## config.mk

```make
export PLATFORM = sky130hd
export DESIGN_NAME = trng_sample_ctrl
export DESIGN_NICKNAME = d
export VERILOG_FILES = /design/src/rtl/trng_sample_ctrl_pkg.sv /design/src/rtl/trng_ctrl_dncnt.sv /design/src/rtl/trng_sample_ctrl.sv
export SDC_FILE = /design/constraint.sdc
export NUM_CORES = 1
export LEC_CHECK = 0
export BUFFER_PORTS_ARGS = -buffer_cell sky130_fd_sc_hd__buf_2
export CORE_UTILIZATION = 25
export DETAILED_ROUTE_END_ITERATION = 7
export SLEW_MARGIN = 25
export SYNTH_ARGS = -nofsm -noshare
export SYNTH_HDL_FRONTEND = slang
export SYNTH_HIERARCHICAL = 1
export SYNTH_SLANG_ARGS = --single-unit
```

## constraint.sdc

```tcl
create_clock -name rng_clk -period 6.8 [get_ports rng_clk]
set_clock_uncertainty 0.2 [all_clocks]
set_input_delay 0.68 -clock rng_clk [delete_from_list [all_inputs] [get_ports rng_clk]]
set_output_delay 0.68 -clock rng_clk [all_outputs]
set_load 0.005 [all_outputs]
```

## src/rtl/trng_sample_ctrl_pkg.sv

```systemverilog
`default_nettype none
// ============================================================================
//  Module   : trng_sample_ctrl_pkg
//  Purpose  : Shared definitions for the TRNG collection sequencer: default
//             datapath widths and the sequencer state encoding.
//  Ports    : none (package)
//  Revision : 1.0  initial release
// ============================================================================
package trng_sample_ctrl_pkg;

  localparam int unsigned C_CNT_W  = 32;
  localparam int unsigned C_WARM_W = 16;
  localparam int unsigned C_BITS_W = 9;
  localparam int unsigned C_TMO_W  = 16;

  localparam logic [2:0] C_ST_IDLE   = 3'd0;
  localparam logic [2:0] C_ST_CLR    = 3'd1;
  localparam logic [2:0] C_ST_WARM   = 3'd2;
  localparam logic [2:0] C_ST_SAMPLE = 3'd3;
  localparam logic [2:0] C_ST_DONE   = 3'd4;

  typedef enum logic [2:0] {
    ST_IDLE   = C_ST_IDLE,
    ST_CLR    = C_ST_CLR,
    ST_WARM   = C_ST_WARM,
    ST_SAMPLE = C_ST_SAMPLE,
    ST_DONE   = C_ST_DONE
  } state_t;

endpackage
`default_nettype wire

```

## src/rtl/trng_ctrl_dncnt.sv

```systemverilog
`default_nettype none
// ============================================================================
//  Module   : trng_ctrl_dncnt
//  Purpose  : Loadable down-counter with a zero flag. Stops at zero.
//  Ports    : clk, rst_n      clock / async active-low reset
//             load, load_val  synchronous load (has priority over dec)
//             dec             decrement enable
//             zero            count == 0
//  Revision : 1.0  initial release
// ============================================================================
module trng_ctrl_dncnt
  import trng_sample_ctrl_pkg::*;
#(
  parameter int unsigned W = C_TMO_W
) (
  input  logic         clk,
  input  logic         rst_n,
  input  logic         load,
  input  logic [W-1:0] load_val,
  input  logic         dec,
  output logic         zero
);

  logic [W-1:0] r_count;

  always_ff @(posedge clk or negedge rst_n) begin
    if (!rst_n) begin
      r_count <= '0;
    end else if (load) begin
      r_count <= load_val;
    end else if (dec && (r_count != '0)) begin
      r_count <= r_count - W'(1);
    end
  end

  assign zero = (r_count == '0);

endmodule
`default_nettype wire

```

## src/rtl/trng_sample_ctrl.sv

```systemverilog
`default_nettype none
// ============================================================================
//  Module   : trng_sample_ctrl
//  Purpose  : Sequencer for one TRNG collection run: latch config, clear the
//             sample datapath, enable the ring oscillator, warm up, then count
//             sample strobes until the requested number is reached. Reports
//             completion (done) or a watchdog expiry (err_tmo).
//  Ports    : rng_clk, rst_n        clock / async active-low reset
//             start, abort          run request (IDLE only) / level abort
//             sample_cnt_cfg, warmup_cfg, bits_req, timeout_cfg  run config
//             cntr_balance_valid    sample strobe
//             sample_cnt1           latched sample period
//             rst_trng_logic        clear pulse for counter/collector
//             rosc_en, collect_en   oscillator / collector enables
//             busy, bit_cnt         run in progress / samples collected
//             done, err_tmo         completion / watchdog pulses
//  Revision : 1.0  initial release
// ============================================================================
module trng_sample_ctrl
  import trng_sample_ctrl_pkg::*;
#(
  parameter int unsigned CNT_W  = C_CNT_W,
  parameter int unsigned WARM_W = C_WARM_W,
  parameter int unsigned BITS_W = C_BITS_W,
  parameter int unsigned TMO_W  = C_TMO_W
) (
  input  logic              rng_clk,
  input  logic              rst_n,
  input  logic              start,
  input  logic              abort,
  input  logic [CNT_W-1:0]  sample_cnt_cfg,
  input  logic [WARM_W-1:0] warmup_cfg,
  input  logic [BITS_W-1:0] bits_req,
  input  logic [TMO_W-1:0]  timeout_cfg,
  input  logic              cntr_balance_valid,
  output logic [CNT_W-1:0]  sample_cnt1,
  output logic              rst_trng_logic,
  output logic              rosc_en,
  output logic              collect_en,
  output logic              busy,
  output logic [BITS_W-1:0] bit_cnt,
  output logic              done,
  output logic              err_tmo
);

  state_t            r_state;
  state_t            w_next_state;

  logic [CNT_W-1:0]  r_scfg;
  logic [WARM_W-1:0] r_warm;
  logic [BITS_W-1:0] r_bits;
  logic [TMO_W-1:0]  r_tmo;
  logic [BITS_W-1:0] r_bit_cnt;

  logic              r_rst_logic;
  logic              r_rosc_en;
  logic              r_collect_en;
  logic              r_busy;
  logic              r_done;
  logic              r_err;

  logic              w_start_acc;
  logic              w_valid_acc;
  logic              w_abort_evt;
  logic              w_timeout;
  logic              w_warm_load;
  logic              w_warm_dec;
  logic              w_warm_zero;
  logic              w_wd_load;
  logic              w_wd_dec;
  logic              w_wd_zero;
  logic [BITS_W-1:0] w_bit_cnt_inc;

  assign w_bit_cnt_inc = r_bit_cnt + BITS_W'(1);

  // Counters are loaded with (N-1) so that the zero flag is seen in the Nth
  // cycle of the phase, giving exactly N cycles of WARM / N idle SAMPLE
  // cycles before the watchdog fires.
  trng_ctrl_dncnt #(.W(WARM_W)) u_warm_cnt (
    .clk      (rng_clk),
    .rst_n    (rst_n),
    .load     (w_warm_load),
    .load_val (r_warm - WARM_W'(1)),
    .dec      (w_warm_dec),
    .zero     (w_warm_zero)
  );

  trng_ctrl_dncnt #(.W(TMO_W)) u_wdog_cnt (
    .clk      (rng_clk),
    .rst_n    (rst_n),
    .load     (w_wd_load),
    .load_val (r_tmo - TMO_W'(1)),
    .dec      (w_wd_dec),
    .zero     (w_wd_zero)
  );

  always_ff @(posedge rng_clk or negedge rst_n) begin
    if (!rst_n) begin
      r_state <= ST_IDLE;
    end else begin
      r_state <= w_next_state;
    end
  end

  // Priority inside each state: abort > valid > watchdog > start.
  always_comb begin
    w_next_state = r_state;
    w_start_acc  = 1'b0;
    w_valid_acc  = 1'b0;
    w_abort_evt  = 1'b0;
    w_timeout    = 1'b0;
    w_warm_load  = 1'b0;
    w_warm_dec   = 1'b0;
    w_wd_load    = 1'b0;
    w_wd_dec     = 1'b0;

    case (r_state)
      ST_IDLE: begin
        if (start && !abort) begin
          w_start_acc  = 1'b1;
          w_next_state = (bits_req == '0) ? ST_DONE : ST_CLR;
        end
      end

      ST_CLR: begin
        if (abort) begin
          w_abort_evt  = 1'b1;
          w_next_state = ST_IDLE;
        end else if (r_warm != '0) begin
          w_warm_load  = 1'b1;
          w_next_state = ST_WARM;
        end else begin
          w_wd_load    = 1'b1;
          w_next_state = ST_SAMPLE;
        end
      end

      ST_WARM: begin
        if (abort) begin
          w_abort_evt  = 1'b1;
          w_next_state = ST_IDLE;
        end else if (w_warm_zero) begin
          w_wd_load    = 1'b1;
          w_next_state = ST_SAMPLE;
        end else begin
          w_warm_dec   = 1'b1;
        end
      end

      ST_SAMPLE: begin
        if (abort) begin
          w_abort_evt  = 1'b1;
          w_next_state = ST_IDLE;
        end else if (cntr_balance_valid) begin
          w_valid_acc = 1'b1;
          if (w_bit_cnt_inc == r_bits) begin
            w_next_state = ST_DONE;
          end else begin
            w_wd_load = 1'b1;
          end
        end else if (r_tmo != '0) begin
          if (w_wd_zero) begin
            w_timeout    = 1'b1;
            w_next_state = ST_IDLE;
          end else begin
            w_wd_dec = 1'b1;
          end
        end
      end

      ST_DONE: begin
        w_abort_evt  = abort;
        w_next_state = ST_IDLE;
      end

      default: begin
        w_next_state = ST_IDLE;
      end
    endcase
  end

  // Config latches, sample count and registered outputs. Outputs are decoded
  // from the next state so they line up with the state register.
  always_ff @(posedge rng_clk or negedge rst_n) begin
    if (!rst_n) begin
      r_scfg       <= '0;
      r_warm       <= '0;
      r_bits       <= '0;
      r_tmo        <= '0;
      r_bit_cnt    <= '0;
      r_rst_logic  <= 1'b0;
      r_rosc_en    <= 1'b0;
      r_collect_en <= 1'b0;
      r_busy       <= 1'b0;
      r_done       <= 1'b0;
      r_err        <= 1'b0;
    end else begin
      if (w_start_acc) begin
        r_scfg    <= sample_cnt_cfg;
        r_warm    <= warmup_cfg;
        r_bits    <= bits_req;
        r_tmo     <= timeout_cfg;
        r_bit_cnt <= '0;
      end else if (w_valid_acc && (r_bit_cnt != '1)) begin
        r_bit_cnt <= w_bit_cnt_inc;
      end

      r_rst_logic  <= (w_next_state == ST_CLR) || w_abort_evt || w_timeout;
      r_rosc_en    <= (w_next_state == ST_CLR) || (w_next_state == ST_WARM) ||
                      (w_next_state == ST_SAMPLE);
      r_collect_en <= (w_next_state == ST_SAMPLE);
      r_busy       <= (w_next_state != ST_IDLE);
      r_done       <= (w_next_state == ST_DONE);
      r_err        <= w_timeout;
    end
  end

  assign sample_cnt1    = r_scfg;
  assign rst_trng_logic = r_rst_logic;
  assign rosc_en        = r_rosc_en;
  assign collect_en     = r_collect_en;
  assign busy           = r_busy;
  assign bit_cnt        = r_bit_cnt;
  assign done           = r_done;
  assign err_tmo        = r_err;

endmodule
`default_nettype wire
```

==> summary.md <==
| Metric | Value |
|---|---|
| Die area | 26300 um2 |
| Power Density | 338 nW/um2 |
| Final core utilization | 31.6% |
| 1st-iter DRT viols | 291 |
| Critical Path End Type | flip-flop |
| Worst slack at placement | 3120 ps |
| Total Wirelength | 15600 um |
| Number of synthesized flops with an enable pin | 0 |
| Critical R2R Launch | bit_cnt[0] |
| Switching Fraction | 33.4% |
| Endpoints failing setup | 0 |
| Worst-path fanout max | 18 |
| Final WS setup | 3050 ps |
| Worst r2r dst | u_wdog_cnt/r_count[11] |
| Post-synth top area share | 48.1% |
| Crit Path Category | reg -> reg |
| Commonest cells after routing, fill and taps aside | 123 x dfrtp_1, 123 x buf_2, 73 x mux2_2, 56 x nand2_1, 46 x nor2_1 |
| Mapped Cells | 603 |
| Synthesis-to-layout area growth | 24.2% |
| Flop pwr share | 44.0% |
| Share of layout cells above drive strength 1 | 33.8% |
| Unrepaired setup endpoints after global routing | false |
| Initial core utilization | 25.4% |
| Count of final hold-check violations | 0 |
| Peak Freq | 266 MHz |
| Syn_area_per_cell | 10.6 um2 |
| Yosys cell types | 51 |
| Cts bufs inserted | 17 |
| Number of routed nets with antenna violations | 0 |
| # H-tree levels | 4 |
| Clock Sink Count | 123 |
| Async set or reset register ratio after synthesis | 100% |
| Num rows | 58 |
| Clk_lat worst skew | 430 ps |
| Relative slew slack | 37.4% |
| Tot Pwr | 0.00269 W |
| Max-slew violations | 0 |
| Via/cell ratio | 4.72 |
| Die Ht | 162 um |
| Post-route minimum period | 3750 ps |
| Sequential area share after synthesis | 48.1% |
| Routed vias | 5068 |
| First-pass GRT wire length | 25100 um |
| Synth warn | 6 |
| Largest net degree at the start of global routing | 79 |
| Setup crit start kind | flip-flop |
| Setup TNS | 0 ps |
| Drt pass-1 iters | 4 |
| Hold Crit Class | in -> async |
| Comb pwr share | 23.0% |
| Buf/Inv on CP | 1 |
| CP top delay family | simple AND/OR/NAND/NOR gates |
| Top FF cell, synth | dfrtp_1 |
| NetSw | 0.000898 W |
| Antenna violations before repair | 2 |
| Clock Tree Buf Depth | 2 |
| Clock Tree Root | clkbuf_16 |
| Die Width | 162 um |
| Max_cap viols | 0 |
| Cell taking the most area after synthesis | dfrtp_1 |
| Crit-path cells | ha_1, and3_1, and3_1, ha_1, xor2_1, nor3_1, nand4_1, nor4_2, a21o_1, nand2_1, inv_1, nor2_1, a31oi_1 |
| Hold_buf cts | 0 |
| Worst Tran Pin Value | 940 ps |
| Hpwl dp | 11000 um |
| # IOs | 125 |
| Synthesized flop and latch total | 123 |
| Fin crit share | 55.2% |
| Status | complete, no violations |
| Clock-pin slew on the worst setup and hold paths | 60 ps |
| Worst vdd ir | 0.000124 V |
| R2R cell count | 13 |
| WL/cell | 14.5 um |
| Number of global-route vias before repair | 4854 |
| # Post-CTS Setup Buffers | 0 |
| Total track usage | 12.2% |
| Reg2reg setup slack | 3050 ps |
| Area contributors post-synth | dfrtp_1 48%, mux2_2 13%, nand2_1 3.3%, xnor2_1 2.9%, xor2_1 2.9% |
| Slowest cell on crit path | dfrtp_1 |
| Input/output buffers | 124 |
| Leak | 3.43 nW |
| Placer Congestion | 0.809 |
| WP data arrival | 3880 ps |
| Cell area after synthesis | 6400 um2 |
| Post-CTS sizing | 0 |
| CTS tree | yes |
| Int Power | 0.00179 W |
| CP required | 6920 ps |
| DRC viols | 0 |
| Clock share of power | 33.0% |
| Core area | 25200 um2 |
| Nets | 813 |
| Mapped Nets | 687 |
| Total grt overflow | 0 |
| Max incr delay on CP | 470 ps |
[cells by family after synthesis]
logic type | Yosys count | synth area share, %
flip-flops | 123 | 48.1
AO/OA/AOI/OAI | 86 | 8.81
adder cells (fa/ha/maj) | 6 | 1.17
buffers and inverters | 38 | 2.58
multiplexers | 79 | 13.8
XOR/XNOR | 42 | 5.74
AND/OR/NAND/NOR | 229 | 19.8
[cell type report]
type	count	area, um2
Fill cell	2577	17200
Multi-Input combinational cell	442	3170
Sequential cell	123	3080
Timing Repair Buffer	127	649
Clock buffer	18	439
Tap cell	330	413
Clock inverter	14	134
Inverter	18	67.6
Antenna cell	1	2.50
[metrics by stage]
stage,area [um2],hold WS (ps),instances
2_1_floorplan,6400,184,603
3_3_place_gp,7380,283,1040
3_5_place_dp,7380,287,1040
4_1_cts,7960,144,1072
5_1_grt,7960,176,1072
6_report,7960,118,1073
[Yosys cell counts (10+ instances only)]
cell type / count
a21oi_1: 15
nand3_1: 20
dfrtp_1: 123
a31oi_1: 12
o21ai_0: 22
nand2_1: 56
nand4_1: 12
nor2_1: 46
nor4_1: 10
xnor2_1: 21
o21ai_1: 12
nor3_1: 16
or4_1: 10
clkbuf_1: 12
mux2_2: 73
xor2_1: 21
inv_1: 18
[worst reg2reg max path: stages, from the launching register on]
cell and delay, ps:
dfrtp_1 470, ha_1 340, and3_1 200, and3_1 180
ha_1 300, xor2_1 160, nor3_1 200, nand4_1 130
nor4_2 300, a21o_1 170, nand2_1 300, inv_1 460
nor2_1 100, a31oi_1 160
[state kept, by name, summed over array words and instances (netlist names)]
name and count:
sample_cnt1 32, r_tmo 16, r_warm 16, u_warm_cnt/r_count 16, u_wdog_cnt/r_count 16, bit_cnt 9, r_bits 9, r_state 3
busy 1, collect_en 1, done 1, err_tmo 1, rosc_en 1, rst_trng_logic 1
[worst max-delay path by stage]
stage | slack [ps] | endpoint | start | cells past startpoint
after global placement | 3290 | u_wdog_cnt/r_count[11] | abort | 9
after CTS | 3080 | u_wdog_cnt/r_count[11] | bit_cnt[0] | 13
final | 3050 | u_wdog_cnt/r_count[11] | bit_cnt[0] | 13
after global routing | 2820 | u_wdog_cnt/r_count[9] | bit_cnt[0] | 13
after floorplan | 3560 | u_wdog_cnt/r_count[12] | bit_cnt[0] | 15
after detailed placement | 3120 | u_wdog_cnt/r_count[9] | bit_cnt[0] | 13
[power groups by stage]
stage	logic [W]	registers, W	clock network, W
floorplan	0.000459	0.00113	0
global placement	0.000618	0.00119	0
detailed placement	0.000625	0.00119	0
CTS	0.000628	0.00118	0.000918
global route	0.000694	0.00122	0.000948
finish	0.000620	0.00118	0.000887
[routing by layer]
layer	GRT usage, %	routed length (um)	vias to the layer above
met5	0	13	-
met3	4.03	844	10
li1	-	-	2448
met4	4.59	139	2
met2	17.9	6910	124
met1	16.6	7640	2484
Power figures use the tool's default switching activity.
